## src/rtl/mc_pkg.sv

```systemverilog
// Shared types and encodings for the multi-cycle MIPS-subset control unit.
package mc_pkg;

    typedef enum logic [3:0] {
        FETCH, DECODE, EX_R, EX_I, WB_R, WB_I,
        MEM_ADDR, MEM_RD, MEM_WB, MEM_WR, BRANCH, JUMP
    } state_t;

    localparam logic [2:0] ALU_ADD = 3'd0;
    localparam logic [2:0] ALU_SUB = 3'd1;
    localparam logic [2:0] ALU_OR  = 3'd2;
    localparam logic [2:0] ALU_SLT = 3'd3;
    localparam logic [2:0] ALU_LUI = 3'd4;

    localparam logic [1:0] EXT_ZERO = 2'b00;
    localparam logic [1:0] EXT_SIGN = 2'b01;

    localparam logic [1:0] PC_SEQ = 2'b00;
    localparam logic [1:0] PC_BR  = 2'b01;
    localparam logic [1:0] PC_JMP = 2'b10;

    localparam logic [1:0] SRCB_RT     = 2'b00;
    localparam logic [1:0] SRCB_FOUR   = 2'b01;
    localparam logic [1:0] SRCB_IMM    = 2'b10;
    localparam logic [1:0] SRCB_IMM_SH = 2'b11;

    localparam logic [5:0] OP_RTYPE = 6'b000000;
    localparam logic [5:0] OP_ORI   = 6'b001101;
    localparam logic [5:0] OP_ADDIU = 6'b001001;
    localparam logic [5:0] OP_LUI   = 6'b001111;
    localparam logic [5:0] OP_LW    = 6'b100011;
    localparam logic [5:0] OP_SW    = 6'b101011;
    localparam logic [5:0] OP_BEQ   = 6'b000100;
    localparam logic [5:0] OP_J     = 6'b000010;

    localparam logic [5:0] FN_ADDU = 6'b100001;
    localparam logic [5:0] FN_SUBU = 6'b100011;
    localparam logic [5:0] FN_SLT  = 6'b101010;

endpackage

```

## src/rtl/mc_ctrl_if.sv

```systemverilog
// Control/status bundle between the multi-cycle controller (master) and datapath (slave).
interface mc_ctrl_if;
    logic [5:0] op;
    logic [5:0] funct;
    logic       zero;
    logic       mem_ready;
    logic       pc_wr;
    logic [1:0] pc_src;
    logic       ir_wr;
    logic       i_or_d;
    logic       mem_rd;
    logic       mem_wr;
    logic       reg_wr;
    logic       reg_dst;
    logic       mem_to_reg;
    logic [1:0] ext_op;
    logic       alu_src_a;
    logic [1:0] alu_src_b;
    logic [2:0] alu_op;
    logic       err;

    modport master (
        input  op, funct, zero, mem_ready,
        output pc_wr, pc_src, ir_wr, i_or_d, mem_rd, mem_wr, reg_wr, reg_dst,
               mem_to_reg, ext_op, alu_src_a, alu_src_b, alu_op, err
    );

    modport slave (
        output op, funct, zero, mem_ready,
        input  pc_wr, pc_src, ir_wr, i_or_d, mem_rd, mem_wr, reg_wr, reg_dst,
               mem_to_reg, ext_op, alu_src_a, alu_src_b, alu_op, err
    );
endinterface

```

## src/rtl/mc_alu_dec.sv

```systemverilog
// R-type funct field to ALU operation; flags any funct outside the supported subset.
module mc_alu_dec
    import mc_pkg::*;
(
    input  logic [5:0] funct_i,
    output logic [2:0] alu_op_o,
    output logic       illegal_o
);

    always_comb begin
        alu_op_o  = ALU_ADD;
        illegal_o = 1'b0;
        case (funct_i)
            FN_ADDU: alu_op_o = ALU_ADD;
            FN_SUBU: alu_op_o = ALU_SUB;
            FN_SLT:  alu_op_o = ALU_SLT;
            default: illegal_o = 1'b1;
        endcase
    end

endmodule

```

## src/rtl/mc_ctrl.sv

```systemverilog
// Multi-cycle controller: sequences one instruction through fetch/decode/execute/memory/write-back
// with a bounded memory-ready wait.
module mc_ctrl
    import mc_pkg::*;
#(
    parameter int MEM_WAIT_MAX = 15
) (
    input logic        clk,
    input logic        rst_n,
    mc_ctrl_if.master  bus
);

    localparam int CW = $clog2(MEM_WAIT_MAX + 1);

    state_t          state_q, state_d;
    logic [CW-1:0]   waitCnt_q, waitCnt_d;
    logic [5:0]      opLat_q, opLat_d;
    logic [5:0]      functLat_q, functLat_d;
    logic            err_q, err_d;

    logic [5:0]      decFunct;
    logic [2:0]      rAluOp;
    logic            rIllegal;
    logic            waitState;
    logic            timeout;

    logic            pcWr, irWr, iOrD, memRd, memWr, regWr, regDst, memToReg, aluSrcA;
    logic [1:0]      pcSrc, extOp, aluSrcB;
    logic [2:0]      aluOp;

    // DECODE dispatches on the live funct; later states use the latched copy
    assign decFunct = (state_q == DECODE) ? bus.funct : functLat_q;

    mc_alu_dec u_alu_dec (
        .funct_i   (decFunct),
        .alu_op_o  (rAluOp),
        .illegal_o (rIllegal)
    );

    assign waitState = (state_q == FETCH) || (state_q == MEM_RD) || (state_q == MEM_WR);
    assign timeout   = waitState && !bus.mem_ready && (waitCnt_q == CW'(MEM_WAIT_MAX));

    always_ff @(posedge clk or negedge rst_n) begin
        if (!rst_n) begin
            state_q    <= FETCH;
            waitCnt_q  <= '0;
            opLat_q    <= '0;
            functLat_q <= '0;
            err_q      <= 1'b0;
        end else begin
            state_q    <= state_d;
            waitCnt_q  <= waitCnt_d;
            opLat_q    <= opLat_d;
            functLat_q <= functLat_d;
            err_q      <= err_d;
        end
    end

    always_comb begin
        state_d    = state_q;
        opLat_d    = opLat_q;
        functLat_d = functLat_q;
        err_d      = 1'b0;
        case (state_q)
            FETCH: begin
                if (bus.mem_ready) state_d = DECODE;
                else if (timeout) err_d = 1'b1;
            end
            DECODE: begin
                opLat_d    = bus.op;
                functLat_d = bus.funct;
                case (bus.op)
                    OP_RTYPE: begin
                        if (rIllegal) begin
                            state_d = FETCH;
                            err_d   = 1'b1;
                        end else begin
                            state_d = EX_R;
                        end
                    end
                    OP_ORI, OP_ADDIU, OP_LUI: state_d = EX_I;
                    OP_LW, OP_SW:             state_d = MEM_ADDR;
                    OP_BEQ:                   state_d = BRANCH;
                    OP_J:                     state_d = JUMP;
                    default: begin
                        state_d = FETCH;
                        err_d   = 1'b1;
                    end
                endcase
            end
            EX_R:     state_d = WB_R;
            EX_I:     state_d = WB_I;
            MEM_ADDR: state_d = (opLat_q == OP_SW) ? MEM_WR : MEM_RD;
            MEM_RD: begin
                if (bus.mem_ready) state_d = MEM_WB;
                else if (timeout) begin
                    state_d = FETCH;
                    err_d   = 1'b1;
                end
            end
            MEM_WR: begin
                if (bus.mem_ready) state_d = FETCH;
                else if (timeout) begin
                    state_d = FETCH;
                    err_d   = 1'b1;
                end
            end
            default: state_d = FETCH;
        endcase
        // Restart the wait budget whenever a new state (or a fresh fetch after timeout) begins
        waitCnt_d = ((state_d != state_q) || timeout) ? '0 : waitCnt_q + CW'(1);
    end

    always_comb begin
        pcWr     = 1'b0;
        pcSrc    = PC_SEQ;
        irWr     = 1'b0;
        iOrD     = 1'b0;
        memRd    = 1'b0;
        memWr    = 1'b0;
        regWr    = 1'b0;
        regDst   = 1'b0;
        memToReg = 1'b0;
        extOp    = EXT_ZERO;
        aluSrcA  = 1'b0;
        aluSrcB  = SRCB_RT;
        aluOp    = ALU_ADD;
        if (!rst_n) begin
            aluSrcB = SRCB_FOUR;
        end else begin
            case (state_q)
                FETCH: begin
                    memRd   = 1'b1;
                    aluSrcB = SRCB_FOUR;
                    irWr    = bus.mem_ready;
                    pcWr    = bus.mem_ready;
                end
                DECODE: begin
                    extOp   = EXT_SIGN;
                    aluSrcB = SRCB_IMM_SH;
                end
                EX_R: begin
                    aluSrcA = 1'b1;
                    aluOp   = rAluOp;
                end
                EX_I: begin
                    aluSrcA = 1'b1;
                    aluSrcB = SRCB_IMM;
                    case (opLat_q)
                        OP_ORI:  aluOp = ALU_OR;
                        OP_LUI:  aluOp = ALU_LUI;
                        default: extOp = EXT_SIGN;
                    endcase
                end
                WB_R: begin
                    regWr  = 1'b1;
                    regDst = 1'b1;
                end
                WB_I: regWr = 1'b1;
                MEM_ADDR: begin
                    extOp   = EXT_SIGN;
                    aluSrcB = SRCB_IMM;
                end
                MEM_RD: begin
                    memRd = 1'b1;
                    iOrD  = 1'b1;
                end
                MEM_WB: begin
                    regWr    = 1'b1;
                    memToReg = 1'b1;
                end
                MEM_WR: begin
                    memWr = 1'b1;
                    iOrD  = 1'b1;
                end
                BRANCH: begin
                    aluSrcA = 1'b1;
                    aluOp   = ALU_SUB;
                    pcWr    = bus.zero;
                    pcSrc   = PC_BR;
                end
                JUMP: begin
                    pcWr  = 1'b1;
                    pcSrc = PC_JMP;
                end
                default: ;
            endcase
        end
    end

    assign bus.pc_wr      = pcWr;
    assign bus.pc_src     = pcSrc;
    assign bus.ir_wr      = irWr;
    assign bus.i_or_d     = iOrD;
    assign bus.mem_rd     = memRd;
    assign bus.mem_wr     = memWr;
    assign bus.reg_wr     = regWr;
    assign bus.reg_dst    = regDst;
    assign bus.mem_to_reg = memToReg;
    assign bus.ext_op     = extOp;
    assign bus.alu_src_a  = aluSrcA;
    assign bus.alu_src_b  = aluSrcB;
    assign bus.alu_op     = aluOp;
    assign bus.err        = err_q;

endmodule

```

## src/flat_wrapper.sv

```systemverilog
// flat-port wrapper written by rule: the top's interface ports become plain ports
module mc_ctrl_flat import mc_pkg::*;
#(
    parameter int MEM_WAIT_MAX = 15
)
  (clk, rst_n, bus_op, bus_funct, bus_zero, bus_mem_ready, bus_pc_wr, bus_pc_src, bus_ir_wr, bus_i_or_d, bus_mem_rd, bus_mem_wr, bus_reg_wr, bus_reg_dst, bus_mem_to_reg, bus_ext_op, bus_alu_src_a, bus_alu_src_b, bus_alu_op, bus_err);
  mc_ctrl_if bus_i ();
  input logic clk;
  input logic rst_n;
  input wire logic [$bits(bus_i.op)-1:0] bus_op;
  input wire logic [$bits(bus_i.funct)-1:0] bus_funct;
  input wire logic [$bits(bus_i.zero)-1:0] bus_zero;
  input wire logic [$bits(bus_i.mem_ready)-1:0] bus_mem_ready;
  output wire logic [$bits(bus_i.pc_wr)-1:0] bus_pc_wr;
  output wire logic [$bits(bus_i.pc_src)-1:0] bus_pc_src;
  output wire logic [$bits(bus_i.ir_wr)-1:0] bus_ir_wr;
  output wire logic [$bits(bus_i.i_or_d)-1:0] bus_i_or_d;
  output wire logic [$bits(bus_i.mem_rd)-1:0] bus_mem_rd;
  output wire logic [$bits(bus_i.mem_wr)-1:0] bus_mem_wr;
  output wire logic [$bits(bus_i.reg_wr)-1:0] bus_reg_wr;
  output wire logic [$bits(bus_i.reg_dst)-1:0] bus_reg_dst;
  output wire logic [$bits(bus_i.mem_to_reg)-1:0] bus_mem_to_reg;
  output wire logic [$bits(bus_i.ext_op)-1:0] bus_ext_op;
  output wire logic [$bits(bus_i.alu_src_a)-1:0] bus_alu_src_a;
  output wire logic [$bits(bus_i.alu_src_b)-1:0] bus_alu_src_b;
  output wire logic [$bits(bus_i.alu_op)-1:0] bus_alu_op;
  output wire logic [$bits(bus_i.err)-1:0] bus_err;
  assign bus_i.op = bus_op;
  assign bus_i.funct = bus_funct;
  assign bus_i.zero = bus_zero;
  assign bus_i.mem_ready = bus_mem_ready;
  assign bus_pc_wr = bus_i.pc_wr;
  assign bus_pc_src = bus_i.pc_src;
  assign bus_ir_wr = bus_i.ir_wr;
  assign bus_i_or_d = bus_i.i_or_d;
  assign bus_mem_rd = bus_i.mem_rd;
  assign bus_mem_wr = bus_i.mem_wr;
  assign bus_reg_wr = bus_i.reg_wr;
  assign bus_reg_dst = bus_i.reg_dst;
  assign bus_mem_to_reg = bus_i.mem_to_reg;
  assign bus_ext_op = bus_i.ext_op;
  assign bus_alu_src_a = bus_i.alu_src_a;
  assign bus_alu_src_b = bus_i.alu_src_b;
  assign bus_alu_op = bus_i.alu_op;
  assign bus_err = bus_i.err;
  mc_ctrl #(.MEM_WAIT_MAX(MEM_WAIT_MAX)) u_core (.clk(clk), .rst_n(rst_n), .bus(bus_i));
endmodule
```

## config.mk

```make
export PLATFORM = sky130hd
export DESIGN_NAME = mc_ctrl_flat
export DESIGN_NICKNAME = d
export VERILOG_FILES = /design/src/rtl/mc_pkg.sv /design/src/rtl/mc_ctrl_if.sv /design/src/rtl/mc_alu_dec.sv /design/src/rtl/mc_ctrl.sv /design/src/flat_wrapper.sv
export SDC_FILE = /design/constraint.sdc
export NUM_CORES = 1
export LEC_CHECK = 0
export BUFFER_PORTS_ARGS = -buffer_cell sky130_fd_sc_hd__buf_2
export CAP_MARGIN = 5
export CORE_ASPECT_RATIO = 1.2
export CORE_MARGIN = 5
export CORE_UTILIZATION = 45
export CTS_CLUSTER_DIAMETER = 150
export DETAILED_ROUTE_END_ITERATION = 6
export GPL_ROUTABILITY_DRIVEN = 0
export PLACE_DENSITY = 0.68
export SYNTH_ARGS = -nofsm -noshare
export SYNTH_HDL_FRONTEND = slang
export SYNTH_SLANG_ARGS = --single-unit
export TNS_END_PERCENT = 1
```

## constraint.sdc

```tcl
create_clock -name clk -period 1.8 [get_ports clk]
set_clock_uncertainty 0.15 [all_clocks]
set_input_delay 0.27 -clock clk [delete_from_list [all_inputs] [get_ports clk]]
set_output_delay 0.27 -clock clk [all_outputs]
set_load 0.1 [all_outputs]
```

==> results.py <==
metrics = {
    "worst_setup_path": {
        "reg2reg_slack_ps": -170,
        "crit_buf_inv": 1,
        "endpoint": "bus_alu_op[0]",
        "crit_fanout": 3,
        "r2r-end": "u_core.waitCnt_q[2]",
        "cp_cell_sequence": "nor4b_4, mux2_4, o21ai_2, nand2b_1, a21oi_4, buf_12",
        "cpPeakStageDelay_ps": 440,
        "rr_worst_depth": 6,
        "path_class": "reg2out",
        "crit_required_ps": 1380,
        "critPathLaunchType": "flip-flop",
        "crit_cells": 6,
        "crit_path_start": "u_core.state_q[1]",
        "crit_path_end_kind": "output port",
        "critical_path.slowest_cell": "dfrtp_2",
        "crit_arrival_ps": 1970,
        "r2r-start": "u_core.state_q[1]",
        "critPathTopFamily": "simple AND/OR/NAND/NOR gates",
    },
    "finish": {
        "fin_nets": 286,
        "postLayoutCellArea_um2": 2710,
        "stdcell_count": 307,
        "layout-drive-gt1-share_pct": 50.7,
        "fill_cells": 233,
        "n_antenna_cell": 0,
        "syn2layout_area_growth_pct": 64.0,
    },
    "die": {
        "io_pins": 35,
        "initial_core_util_pct": 45.9,
        "core_area_um2": 3600,
        "die_h_um": 76.4,
        "fp.dieW_um": 65.3,
        "row_count": 24,
        "dieArea_um2": 4990,
    },
    "synth": {
        "synth_cell_types": 58,
        "synth_top_area_share_pct": 31.8,
        "ys_seq_area_share_pct": 31.8,
        "synth_fp_nets": 213,
        "syn-mean-instance-area_um2": 8.44,
        "synth_commonest_cells": "nand2_1, dfrtp_1, nor2_1, inv_1, nand3_1",
        "synth_seq_cells": 21,
        "synth.most_common_cell": "nand2_1",
        "synth_area_leaders": "dfrtp_1, nand2_1, nor2_1",
        "yosys.area.top_type": "dfrtp_1",
        "syn_inst": 196,
        "synth-main-ff-cell": "dfrtp_1",
        "synth_edf_count": 0,
        "synth_warnings": 0,
        "synth-async-reset-ratio_pct": 100,
        "netlist_area_um2": 1650,
    },
    "timing": {
        "hold_violations": 0,
        "clock.fmax_mhz": 419,
        "slew_violations": 0,
        "setup_ws_ps": -586,
        "rsz0062_at_grt": "true",
        "fin_crit_sh_pct": 133,
        "setup_viol": 24,
        "period_minus_slack_ps": 2390,
    },
    "run": {
        "drv_cap": 0,
    },
    "detailed_routing": {
        "wl_mm": 4.82,
        "ant_nets": 0,
        "vias_per_cell": 5.70,
        "drt_pass1_iterations": 6,
        "wl_per_cell_um": 15.7,
        "drt_iter0_drc": 89,
        "num_vias": 1749,
        "drc": 0,
    },
    "clock_tree": {
        "cts_max_level": 1,
        "cts_buffers": 3,
        "cts.reportedPaths.clkPinSlew_ps": 80,
        "cts_sinks": 21,
        "root_buffer": "clkbuf_8",
        "cts.path.max_buffers": 2,
        "clock_latency_ps": 250,
        "cts_tree": "done",
    },
    "pwr": {
        "power_frac_seq_pct": 35.9,
        "p_clk_share_pct": 16.5,
        "pwr-share-comb_pct": 47.6,
        "p_leak_nw": 1.20,
        "swShare_pct": 38.5,
        "power_density_nw_per_um2": 679,
        "vdd_drop_max_v": 0.000478,
        "switchingPower_mw": 0.710,
        "p_int_mw": 1.13,
    },
    "placement": {
        "dpl.cell_count": 299,
        "postPlaceCellArea_um2": 2450,
        "port-buffer-count": 33,
        "hpwl_mm": 3.54,
    },
    "global_route": {
        "antenna_found_initial": 0,
        "grt_max_degree": 15,
        "grt-ovfl-total": 0,
        "grt_pass1_wl_mm": 7.40,
        "grtUsageTotal_pct": 18.3,
        "first_global_vias": 1679,
    },
    "hold_path": {
        "min-delay-start": "bus_funct[1]",
        "hold_class": "in2reg",
    },
    "status": {
        "status": "finished with violations",
        "violations": "setup timing",
    },
}
==> power groups by stage <==
| stage | registers (mW) | logic, mW | clock network (mW) |
|---|---|---|---|
| after detailed placement | 0.664 | 0.773 | 0 |
| after floorplan | 0.694 | 0.478 | 0 |
| after global placement | 0.660 | 0.762 | 0 |
| final | 0.662 | 0.877 | 0.303 |
| after global routing | 0.679 | 0.943 | 0.341 |
| after CTS | 0.655 | 0.795 | 0.311 |
==> worst min-delay path: stages <==
cell	delay [ps]
buf_2	90
nand2_1	50
nand2_1	50
==> cell type report <==
cell class / instances / area, um^2 / area share, %
clock buffer: 3 / 41.3 / 1.52
clock inverter: 1 / 5.00 / 0.185
inverter: 7 / 32.5 / 1.20
multi-input combinational: 155 / 1210 / 44.6
sequential: 21 / 527 / 19.4
tap: 39 / 48.8 / 1.80
timing repair buffer: 81 / 850 / 31.3
==> cell usage in the layout, fill, tap and decap left out, types with 3 or more instances in the layout <==
cell	n
nand2b_1	3
nand2_1	40
nor3_1	3
o211ai_1	3
nand3_1	7
nor2_1	7
a31oi_1	3
buf_4	33
dfrtp_1	20
o21ai_1	3
buf_8	3
inv_1	5
nor2_4	6
o211a_1	3
and3_4	3
buf_2	16
nand2_2	4
clkbuf_8	3
mux2i_2	3
buf_12	17
a21oi_1	4
nor4_1	3
buf_6	11
==> worst min path at each step <==
| stage | end | depth (start not counted) | slack (ps) |
|---|---|---|---|
| final | u_core.functLat_q[1] | 3 | 80 |
| after floorplan | u_core.bus.err | 0 | -180 |
| after CTS | u_core.functLat_q[1] | 3 | 70 |
| after detailed placement | u_core.functLat_q[0] | 2 | 150 |
| after global routing | u_core.functLat_q[1] | 3 | 80 |
| after global placement | u_core.functLat_q[3] | 2 | 150 |
==> metrics by stage <==
step / total power [mW] / worst slack (ps) / TNS (ps) / hold slack [ps] / util, %
after floorplan: 1.17 / -731 / -6870 / -176 / -
after global placement: 1.42 / -245 / -1870 / 147 / 68.1
after detailed placement: 1.44 / -251 / -2130 / 154 / 68.1
after CTS: 1.76 / -541 / -6460 / 72.0 / 71.0
after global routing: 1.96 / -663 / -6960 / 75.6 / 75.3
final: 1.84 / -586 / -5200 / 78.2 / 75.3
==> cell families after synthesis <==
family	count (synthesis)	share of synthesized area, %
and+or+nand+nor	106	35.1
AOI/OAI and AO/OA	38	20.0
DFF	21	31.8
buffers and inverters	20	6.96
muxes	5	3.10
xor gates and xnor gates	4	2.12
adders and majority gates	1	0.756
other	1	0.227
==> state kept, by name, summed over array words and instances, names as in the netlist <==
signal / count
u_core.state_q: 4
u_core.waitCnt_q: 4
u_core.functLat_q: 6
u_core.bus.err: 1
u_core.opLat_q: 6
==> what timing repair did <==
action                                  4_1_cts  5_1_grt
pin swaps                                     0        8
endpoints found under the hold margin        21        0
gates resized for setup                      14       35
hold buffers                                  1        0
buffers inserted                              0        3
endpoints found under the setup margin       24       27
==> metal layers <==
metal | vias up | track usage, % | part of all wire (%)
li1 | 840 | - | -
met1 | 828 | 21.3 | 40
met2 | 64 | 32.4 | 52
met3 | 17 | 3.24 | 4.9
met4 | 0 | 7.26 | 3.2
met5 | - | 0 | 0
Power figures use the tool's default switching activity.
